File: config.mk
export PLATFORM = sky130hd
export DESIGN_NAME = apb_master_arbiter
export DESIGN_NICKNAME = d
export VERILOG_FILES = /design/src/rtl/apb_master_arbiter.sv
export SDC_FILE = /design/constraint.sdc
export NUM_CORES = 1
export LEC_CHECK = 0
export ABC_AREA = 1
export ABC_CLOCK_PERIOD_IN_PS = 3000
export BUFFER_PORTS_ARGS = -buffer_cell sky130_fd_sc_hd__buf_2
export CELL_PAD_IN_SITES_DETAIL_PLACEMENT = 1
export CELL_PAD_IN_SITES_GLOBAL_PLACEMENT = 2
export CORE_MARGIN = 2
export CORE_UTILIZATION = 28
export CTS_BUF_LIST = sky130_fd_sc_hd__clkbuf_4 sky130_fd_sc_hd__clkbuf_8
export CTS_CLUSTER_SIZE = 25
export DETAILED_ROUTE_END_ITERATION = 8
export GPL_ROUTABILITY_DRIVEN = 0
export PLACE_DENSITY_LB_ADDON = 0.1
export SLEW_MARGIN = 20
export SYNTH_ARGS = -nofsm -noshare
export SYNTH_HDL_FRONTEND = slang
export SYNTH_SLANG_ARGS = --single-unit
export TNS_END_PERCENT = 10
File: constraint.sdc
create_clock -name pclk -period 3 [get_ports pclk]
set_input_delay 0.6 -clock pclk [delete_from_list [all_inputs] [get_ports pclk]]
set_output_delay 0.6 -clock pclk [all_outputs]
set_load 0.03 [all_outputs]
File: src/rtl/apb_master_arbiter.sv
// Round-robin APB master for two requesters: accept -> SETUP -> ACCESS, response registered 3 cycles after accept with no wait states.
// req_ready is offered only in IDLE; requests stall while a transfer is in flight, and hung ACCESS phases abort after TIMEOUT cycles.
module apb_master_arbiter #(
  parameter int ADDR_W  = 8,
  parameter int DATA_W  = 8,
  parameter int TIMEOUT = 15
) (
  input  logic              pclk,
  input  logic              prstn,
  input  logic [1:0]        req_valid,
  input  logic [1:0]        req_write,
  input  logic [ADDR_W-1:0] req0_addr,
  input  logic [DATA_W-1:0] req0_wdata,
  input  logic [ADDR_W-1:0] req1_addr,
  input  logic [DATA_W-1:0] req1_wdata,
  output logic [1:0]        req_ready,
  output logic              rsp_valid,
  output logic              rsp_id,
  output logic [DATA_W-1:0] rsp_rdata,
  output logic              rsp_err,
  output logic              psel,
  output logic              penable,
  output logic              pwrite,
  output logic [ADDR_W-1:0] paddr,
  output logic [DATA_W-1:0] pwdata,
  input  logic [DATA_W-1:0] prdata,
  input  logic              pready
);

  typedef enum logic [1:0] {IDLE, SETUP, ACCESS} state_t;

  localparam logic [7:0] WAIT_LAST = 8'(TIMEOUT - 1);

  state_t      state_q, state_d;
  logic        last_grant_q;
  logic        cmd_id_q;
  logic [7:0]  wait_q;
  logic        grant0, grant1;
  logic        accept;
  logic        timeout_hit;

  // Tie goes to whichever requester was not served last.
  always_comb begin
    grant0      = req_valid[0] && (!req_valid[1] || last_grant_q);
    grant1      = req_valid[1] && (!req_valid[0] || !last_grant_q);
    req_ready   = (state_q == IDLE) ? {grant1, grant0} : 2'b00;
    accept      = |(req_valid & req_ready);
    timeout_hit = !pready && (wait_q == WAIT_LAST);
  end

  always_comb begin
    state_d = state_q;
    case (state_q)
      IDLE:    if (accept) state_d = SETUP;
      SETUP:   state_d = ACCESS;
      ACCESS:  if (pready || timeout_hit) state_d = IDLE;
      default: state_d = IDLE;
    endcase
  end

  assign psel    = (state_q != IDLE);
  assign penable = (state_q == ACCESS);

  always_ff @(posedge pclk) begin
    if (!prstn) begin
      state_q      <= IDLE;
      last_grant_q <= 1'b1;
      cmd_id_q     <= 1'b0;
      pwrite       <= 1'b0;
      paddr        <= '0;
      pwdata       <= '0;
      wait_q       <= '0;
      rsp_valid    <= 1'b0;
      rsp_id       <= 1'b0;
      rsp_rdata    <= '0;
      rsp_err      <= 1'b0;
    end else begin
      state_q   <= state_d;
      rsp_valid <= 1'b0;
      case (state_q)
        IDLE: begin
          if (accept) begin
            cmd_id_q     <= req_ready[1];
            last_grant_q <= req_ready[1];
            pwrite       <= req_ready[1] ? req_write[1] : req_write[0];
            paddr        <= req_ready[1] ? req1_addr  : req0_addr;
            pwdata       <= req_ready[1] ? req1_wdata : req0_wdata;
          end
        end
        SETUP: wait_q <= '0;
        ACCESS: begin
          if (pready) begin
            rsp_valid <= 1'b1;
            rsp_id    <= cmd_id_q;
            rsp_err   <= 1'b0;
            rsp_rdata <= pwrite ? '0 : prdata;
          end else if (timeout_hit) begin
            rsp_valid <= 1'b1;
            rsp_id    <= cmd_id_q;
            rsp_err   <= 1'b1;
            rsp_rdata <= '0;
          end else begin
            wait_q <= wait_q + 8'd1;
          end
        end
        default: ;
      endcase
    end
  end

endmodule

==> impl_metrics.json, run 1 <==
{
  "status": "finished, final reports clean",
  "p_leak_nw": 1.31,
  "grt.total_usage_pct": 15.3,
  "synth-compound-area-share_pct": 13.8,
  "grt_max_degree": 37,
  "slew_headroom_pct": 57.2,
  "nets": 411,
  "synth_cells": 281,
  "via_count": 1989,
  "die_h_um": 88.1,
  "crit_path_top_delay_cell": "dfxtp_1",
  "wl_um": 5520,
  "hold_path_depth": 2,
  "powerDensity_nw_per_um2": 800,
  "areaGrowthSynthToFinish_pct": 28.9,
  "drive_gt1_share_pct": 28.7,
  "drt_iter0_markers": 44,
  "startpoint": "state_q[0]$_SDFFE_PN0P_",
  "pwr-share-clk_pct": 22.6,
  "muxShareOfSynthArea_pct": 0,
  "place_area_um2": 2430,
  "core_area_um2": 6830,
  "cts_tree": "done",
  "synthesis.nets": 334,
  "yosysTopAreaCell": "dfxtp_1",
  "start_util_pct": 29.0,
  "rsz0062_at_grt": "no",
  "worstSetupStartpointType": "flop",
  "crit_required_ns": 2.40,
  "hold_class": "reg2reg",
  "detailedPlacementHpwl_um": 4100,
  "cellInternalPower_w": 0.00115,
  "synth_top_area_share_pct": 40.5,
  "post-route-period-util_pct": 68.2,
  "port_buffers": 78,
  "finalMaxSlewViolations": 0,
  "ff2ff_path_depth": 9,
  "synth_seq_cells": 40,
  "synth_cell_types": 23,
  "power.switching_w": 0.000888,
  "post_synth_xor_area_fraction_pct": 0,
  "tns_ns": 0,
  "p_sw_share_pct": 43.5,
  "path_cells": "inv_1, ha_1, nand2_1, a21oi_1, buf_2",
  "final_util_pct": 37.3,
  "cts_buffers": 5,
  "cp.depth": 5,
  "synth_top_flop_cell": "dfxtp_1",
  "clk_pin_slew_worst_paths_ns": 0.09,
  "hp-start": "rsp_err$_SDFFE_PN0P_",
  "cts_root_buf": "clkbuf_8",
  "sequentialPowerShare_pct": 34.1,
  "synthAdderAreaFrac_pct": 3.80,
  "maxCapViolations": 0,
  "yosys_warnings": 0,
  "viasPerCell": 4.37,
  "post_cts_resized": 0,
  "n_antenna_cell": 0,
  "fin_ws_ns": 0.954,
  "synth-edff-count": 0,
  "clock-sinks": 40,
  "arrival_ns": 1.45,
  "postSynth.asyncResetShare_pct": 0,
  "crit_fanout": 4,
  "cts_setup_buffers": 0,
  "max_stage_delay_ns": 0.34,
  "critPathBufInv": 2,
  "reg2reg_from": "state_q[0]$_SDFFE_PN0P_",
  "grt_pass1_wl_um": 9270,
  "ctsHoldBuffers": 0,
  "grt_overflow_total": 0,
  "die-width_um": 88.1,
  "final_area_um2": 2550,
  "syn_area_per_cell_um2": 7.04,
  "drc": 0,
  "wl_per_cell_um": 12.1,
  "worst_slew_pin_slew_ns": 0.640,
  "io_pins": 79,
  "antenna_left": 0,
  "rows": 30,
  "synth_top_family_by_area": "simple AND/OR/NAND/NOR gates",
  "clock.fmax_mhz": 489,
  "cts_buffer_depth": 2,
  "synth-simple-area-share_pct": 30.1,
  "endpoint_kind": "primary output",
  "first_pass_iters": 4,
  "setup_viol": 0,
  "min_period_ns": 2.05,
  "hold_violations": 0,
  "first_global_vias": 1990,
  "crit_type": "reg2out",
  "dieArea_um2": 7750,
  "critPathTopFamily": "flip-flops",
  "synth_seq_area_share_pct": 40.5,
  "clock_skew_ns": 0.00617,
  "htree_num_levels": 2,
  "yosysMostFrequentCell": "nand2_1",
  "syn_area_um2": 1980,
  "antenna_found_initial": 0,
  "post-place-ws_ns": 1.06,
  "ir_worst_vdd_v": 0.000445,
  "p_comb_share_pct": 43.3,
  "synthTopCellsByCount": "88 x nand2_1, 40 x dfxtp_1, 38 x inv_1, 26 x nand3_1, 19 x a21oi_1",
  "yosys-top-cells-area": "dfxtp_1 40%, nand2_1 17%, inv_1 7.2%, o211ai_1 6.8%, nand3_1 6.6%",
  "clock_latency_ns": 0.30
}
==> worst min-delay path: cells and delay by family (launching register included) <==
kind | cells | cell delay, ns
flip-flops | 1 | 0.31
buffers and inverters | 1 | 0.05
AO/OA/AOI/OAI | 1 | 0.05
==> cell usage in the layout (no fill, tap or decap), drive strengths merged <==
cell type / instances
nor2: 14
dfxtp: 40
nand2: 92
a21oi: 19
nand3: 28
clkbuf: 5
o21bai: 2
buf: 81
bufinv: 1
inv: 42
o211ai: 18
clkinvlp: 1
o21ai: 4
nor3: 1
nand4: 4
ha: 6
clkinv: 1
==> registers in the layout (all words and copies together), names as in the netlist <==
name and cells:
rsp_valid 1, rsp_id 1, rsp_err 1, last_grant_q 1, cmd_id_q 1, pwdata 8, pwrite 1, paddr 8
wait_q 8, state_q 2, rsp_rdata 8
==> cell families (layout without fill, tap and decap cells) <==
family,Yosys count,in the layout
buffers and inverters,53,131
adders and majority gates,6,6
and+or+nand+nor,139,139
DFF,40,40
AOI/OAI and AO/OA,43,43
==> stage by stage <==
stage                     hold WS (ns)  total power (W)  instances
after floorplan                  0.440          0.00136        281
after global placement           0.435          0.00160        447
after detailed placement         0.441          0.00161        447
after CTS                        0.455          0.00209        455
after global routing             0.481          0.00219        455
final                            0.450          0.00204        455
==> final timing paths <==
check / slack, ns / end
setup / recovery: 0.95 / req_ready[0]
hold / removal: 0.45 / rsp_err$_SDFFE_PN0P_
setup reg to reg: 1.08 / state_q[1]$_SDFFE_PN0P_
hold reg to reg: 0.45 / rsp_err$_SDFFE_PN0P_
==> layer usage <==
metal  vias up  GRT usage, %  share of wire, %
li1       1049             -                 -
met1       884          20.2                48
met2        52          24.1                45
met3         4          4.34               6.4
met4         0          4.96               1.1
met5         -             0                 0
==> power by group through the flow <==
stage | sequential (W) | combinational, W | clock (W)
final | 0.000696 | 0.000883 | 0.000461
after global routing | 0.000711 | 0.000985 | 0.000498
after CTS | 0.000698 | 0.000902 | 0.000485
after detailed placement | 0.000707 | 0.000901 | 0
after global placement | 0.000710 | 0.000891 | 0
after floorplan | 0.000878 | 0.000486 | 0
==> final cells by class <==
class | count | area, um2
clock buffer | 5 | 68.8
clock inverter | 3 | 46.3
fill | 917 | 4280
inverter | 42 | 158
multi-input combinational | 188 | 943
sequential | 40 | 801
tap | 96 | 120
timing repair buffer | 81 | 413
Power figures use the tool's default switching activity.
==> run 2: changes to the inputs <==
Settings changed: ABC_AREA 1 to 0, ABC_CLOCK_PERIOD_IN_PS 3000 to 1800, CORE_UTILIZATION 28 to 25.
Clock period 3 ns to 1.8 ns, I/O delays scaled along.
==> run 2 against run 1 <==
Clock power rose by 66%. Design area up 3.8%. Largest cell class unchanged. Global-route usage is 2.3 points lower. Critical path type unchanged. Total power grew 77%.
==> impl_metrics.json, run 2 <==
{
  "post-route-period-util_pct": 95.6,
  "first_global_vias": 1796,
  "synth_top_flop_cell": "dfxtp_1",
  "p_comb_share_pct": 46.5,
  "clock_latency_ns": 0.30,
  "met1_usage_pct": 14.9,
  "core_area_um2": 7210,
  "tns_ns": 0,
  "hold_violations": 0,
  "dieArea_um2": 8070,
  "sequentialPowerShare_pct": 32.3,
  "htree_num_levels": 2,
  "n_antenna_cell": 0,
  "timing.hold.ws_ns": 0.269,
  "cts_buffers": 5,
  "ctsHoldBuffers": 0,
  "worst_slew_pin_slew_ns": 0.495,
  "pwr-share-clk_pct": 21.2,
  "dp.cells": 377,
  "fin_ws_ns": 0.0787,
  "yosys_warnings": 0,
  "fill_cells": 890,
  "cts_tree": "done",
  "synth_cell_types": 34,
  "synth_cells": 194,
  "maxCapViolations": 0,
  "met2_usage_pct": 23.0,
  "powerDensity_nw_per_um2": 1360,
  "p_leak_nw": 1.28,
  "synthesis.nets": 247,
  "ff2ff_path_depth": 7,
  "synth_seq_area_share_pct": 43.4,
  "cts_buffer_depth": 2,
  "synth_top_area_share_pct": 43.4,
  "crit_type": "reg2out",
  "drc": 0,
  "detailedPlacementHpwl_um": 3940,
  "antenna_left": 0,
  "grt_pass1_wl_um": 8490,
  "wl_per_cell_um": 13.2,
  "p_sw_share_pct": 40.1,
  "crit_fanout": 4,
  "rrSetupSlack_ns": 0.10,
  "finalMaxSlewViolations": 0,
  "ir_worst_vdd_v": 0.000421,
  "yosys-top-cells-area": "dfxtp_1 43%, mux2i_1 11%, a211oi_1 7.3%, a32o_1 4.3%, nor2_1 4.3%",
  "wl_um": 5120,
  "grt_util_met3_pct": 4.53,
  "arrival_ns": 1.36,
  "rows": 31,
  "layout_commonest_cell": "buf_2",
  "cts_root_buf": "clkbuf_8",
  "first_pass_iters": 4,
  "port_buffers": 78,
  "drive_gt1_share_pct": 42.4,
  "reg2reg_from": "state_q[0]$_SDFFE_PN0P_",
  "r2r_end": "wait_q[2]$_SDFFE_PN0P_",
  "cellInternalPower_w": 0.00216,
  "die_h_um": 89.9,
  "power.switching_w": 0.00145,
  "endpoint_kind": "primary output",
  "syn_area_um2": 1840,
  "worstSetupStartpointType": "flop",
  "die-width_um": 89.9,
  "postSynth.asyncResetShare_pct": 0,
  "clock.fmax_mhz": 581,
  "hp-start": "prdata[7]",
  "grt-busiest-layer": "met2",
  "grt.total_usage_pct": 12.9,
  "syn_area_per_cell_um2": 9.50,
  "viasPerCell": 4.55,
  "final_util_pct": 36.7,
  "antenna_found_initial": 0,
  "status": "finished, final reports clean",
  "clk_pin_slew_worst_paths_ns": 0.09,
  "via_count": 1760,
  "setup_viol": 0,
  "layout_common_cells": "76 x buf_2, 38 x dfxtp_1, 20 x nor2_1, 20 x mux2i_1",
  "rsz0062_at_grt": "yes",
  "min_period_ns": 1.72,
  "yosysMostFrequentCell": "dfxtp_1",
  "hold_path_end": "rsp_rdata[7]$_SDFFE_PN0P_",
  "nets": 340,
  "areaGrowthSynthToFinish_pct": 43.6,
  "drt_iter0_markers": 32,
  "synth-edff-count": 0,
  "crit_required_ns": 1.44,
  "yosysTopAreaCell": "dfxtp_1",
  "synth_seq_cells": 40,
  "slew_headroom_pct": 67.0,
  "clock_skew_ns": 0.0110,
  "grt_max_degree": 35,
  "clock-sinks": 40,
  "start_util_pct": 25.5,
  "hold_path_depth": 2,
  "synthTopCellsByCount": "40 x dfxtp_1, 21 x nor2_1, 20 x mux2i_1, 18 x a211oi_1, 17 x nand2_1",
  "grt_overflow_total": 0,
  "fin_cells": 387,
  "hold_class": "in2reg",
  "post-place-ws_ns": 0.0103,
  "io_pins": 79
}
[run 2: worst max-delay path by stage]
stage / start / slack [ns] / cells after the start / to
floorplan: state_q[0]$_SDFFE_PN0P_ / 0.05 / 7 / wait_q[3]$_SDFFE_PN0P_
global placement: state_q[0]$_SDFFE_PN0P_ / 0.06 / 6 / wait_q[3]$_SDFFE_PN0P_
detailed placement: state_q[0]$_SDFFE_PN0P_ / 0.01 / 6 / wait_q[3]$_SDFFE_PN0P_
CTS: state_q[1]$_SDFFE_PN0P_ / 0.003 / 6 / req_ready[1]
global route: state_q[1]$_SDFFE_PN0P_ / -0.02 / 6 / req_ready[1]
finish: state_q[1]$_SDFFE_PN0P_ / 0.08 / 6 / req_ready[1]
[run 2: worst max-delay path, cell delays in order, from the launching register on]
cell and delay, ns:
dfxtp_2 0.35, inv_2 0.09, ha_4 0.14, nand2_1 0.07
a21o_4 0.22, inv_1 0.07, buf_6 0.12
[run 2: kinds of logic (layout without fill, tap and decap cells)]
kind of cell / count (synthesis) / count (layout) / share of synthesized area (%)
flops: 40 / 40 / 43.4
fa+ha+maj: 6 / 6 / 4.07
simple gates: 60 / 60 / 16.0
mux: 20 / 20 / 10.9
buf+inv: 20 / 114 / 4.75
compound gates: 48 / 48 / 20.8
[run 2: layout make-up]
class | count | area [um2] | area share [%]
clock buffers | 5 | 68.8 | 2.60
clock inverters | 3 | 46.3 | 1.75
inverters | 9 | 36.3 | 1.37
multi-input cells | 134 | 1000 | 37.8
flip-flops and latches | 40 | 803 | 30.4
well taps | 99 | 124 | 4.68
repair buffers | 97 | 567 | 21.4
[run 2: timing repair]
item	4_1_cts	5_1_grt
pin swaps	0	1
gates cloned	0	0
endpoints found under the setup margin	4	8
gates resized for setup	6	7
buffers inserted	0	2
hold endpoints to repair	0	0
[run 2: through the flow]
step / instance area, um2 / total power [W]
2_1_floorplan: 1850 / 0.00224
3_3_place_gp: 2460 / 0.00274
3_5_place_dp: 2460 / 0.00275
4_1_cts: 2600 / 0.00357
5_1_grt: 2650 / 0.00387
6_report: 2650 / 0.00360
[run 2: power by group through the flow]
stage,logic [W],registers [W],clock network (W)
finish,0.00167,0.00116,0.000764
global placement,0.00157,0.00117,0
CTS,0.00162,0.00116,0.000794
detailed placement,0.00157,0.00117,0
global route,0.00183,0.00119,0.000839
floorplan,0.000787,0.00146,0
[run 2: per-layer routing]
layer / vias up / share of wire [%] / wire (um)
met1: 821 / 43 / 2220
li1: 891 / - / -
met5: - / 0 / 0
met2: 43 / 50 / 2540
met3: 5 / 5.9 / 304
met4: 0 / 1.0 / 53
==> run 3: changes to the inputs <==
Settings changed: CTS_CLUSTER_DIAMETER set to 80, REMOVE_ABC_BUFFERS set to 1.
==> run 3 against run 2 <==
Flip-flop and latch count is the same. First-iteration DRC count grew 16%. Design area shrank 2.6%. Clock power shrank 21%. Final cell count shrank 0.26%. Wire length grew 1.5%. Critical endpoint is now penable. Highest routed layer unchanged.
==> impl_metrics.json, run 3 (synthesis results as in run 2) <==
{
  "status": "finished, final reports clean",
  "drc": 0,
  "first_global_vias": 1735,
  "hold_class": "in2reg",
  "clock-sinks": 40,
  "finalMaxSlewViolations": 0,
  "crit_top_cell": "buf_4",
  "tns_ns": 0,
  "areaGrowthSynthToFinish_pct": 39.9,
  "detailedPlacementHpwl_um": 3990,
  "wl_um": 5190,
  "ir_worst_vdd_v": 0.000446,
  "via_count": 1764,
  "port_buffers": 78,
  "arrival_ns": 1.38,
  "hold_violations": 0,
  "crit_required_ns": 1.44,
  "post-place-ws_ns": -0.0725,
  "grt_overflow_total": 0,
  "nets": 339,
  "rsz0062_at_grt": "yes",
  "max_stage_delay_ns": 0.33,
  "crit_path_top_delay_cell": "dfxtp_2",
  "rows": 31,
  "n_antenna_cell": 0,
  "final_area_um2": 2580,
  "crit_fanout": 8,
  "powerDensity_nw_per_um2": 1320,
  "worstSetupStartpointType": "flop",
  "core_area_um2": 7210,
  "p_leak_nw": 1.25,
  "post-route-period-util_pct": 96.6,
  "dieArea_um2": 8070,
  "path_cells": "inv_2, ha_2, buf_4, buf_4, buf_4",
  "cts_buffer_depth": 2,
  "start_util_pct": 25.5,
  "slew_headroom_pct": 60.8,
  "timing.hold.ws_ns": 0.265,
  "first_pass_iters": 4,
  "clk_pin_slew_worst_paths_ns": 0.08,
  "cts_tree": "done",
  "die-width_um": 89.9,
  "worst_slew_pin_slew_ns": 0.582,
  "ctsHoldBuffers": 0,
  "clock_latency_ns": 0.30,
  "maxCapViolations": 0,
  "htree_num_levels": 2,
  "io_pins": 79,
  "grt_pass1_wl_um": 8790,
  "wl_per_cell_um": 13.5,
  "layout_commonest_cell": "buf_2",
  "drive_gt1_share_pct": 41.8,
  "cts_root_buf": "clkbuf_8",
  "antenna_left": 0,
  "grt_max_degree": 23,
  "layout_common_cells": "75 x buf_2, 39 x dfxtp_1, 20 x nor2_1, 20 x mux2i_1, 20 x buf_4",
  "setup_viol": 0,
  "endpoint_kind": "primary output",
  "antenna_found_initial": 0,
  "die_h_um": 89.9,
  "clock.fmax_mhz": 575,
  "min_period_ns": 1.74,
  "fin_ws_ns": 0.0609,
  "clock_skew_ns": 0.0111,
  "cts_buffers": 5,
  "crit_type": "reg2out",
  "grt.total_usage_pct": 13.3,
  "drt_iter0_markers": 37,
  "place_area_um2": 2440,
  "viasPerCell": 4.57
}
-- run 3: critical path, delay by kind of cell (launching register included) --
kind       cells  cell delay, ns
fa+ha+maj      1            0.22
buf+inv        4            0.53
flops          1            0.33
-- run 3: power breakdown --
part	internal (W)	switching, W
sequential	0.00106	0.0000915
combinational	0.000645	0.000998
clock	0.000270	0.000335
total	0.00198	0.00142
-- run 3: what timing repair did --
item | in CTS | in global routing
endpoints found under the hold margin | 0 | 0
cloned | 0 | 0
setup buffers | 0 | 2
pin swaps | 0 | 0
endpoints found under the setup margin | 12 | 9
resized for setup | 7 | 4
-- run 3: worst paths after layout --
path | from | endpoint | slack (ns) | cells past startpoint
max | state_q[0]$_SDFFE_PN0P_ | penable | 0.06 | 5
min | prdata[5] | rsp_rdata[5]$_SDFFE_PN0P_ | 0.26 | 2
max reg2reg | state_q[0]$_SDFFE_PN0P_ | wait_q[7]$_SDFFE_PN0P_ | 0.11 | 7
min reg2reg | cmd_id_q$_SDFFE_PN0P_ | rsp_id$_SDFFE_PN0P_ | 0.45 | 2
-- run 3: final cells by class --
class                      instances  area, um2
inverter                           9       33.8
sequential                        40        802
clock buffer                       5       68.8
multi-input combinational        134        985
tap                               99        124
clock inverter                     3       18.8
fill                             890       4640
timing repair buffer              96        546
-- run 3: metrics by stage --
step | power [W] | util [%] | std cells
after floorplan | 0.00219 | - | 183
after CTS | 0.00342 | 35.3 | 384
after detailed placement | 0.00277 | 33.8 | 376
after global placement | 0.00276 | 33.8 | 376
after global routing | 0.00367 | 35.7 | 386
final | 0.00340 | 35.7 | 386
-- run 3: routing by layer --
layer	track usage, %	wire, um	vias up
met5	0	0	-
met4	4.62	72	0
met3	4.27	347	7
met2	21.0	2340	54
met1	17.1	2430	811
li1	-	-	892
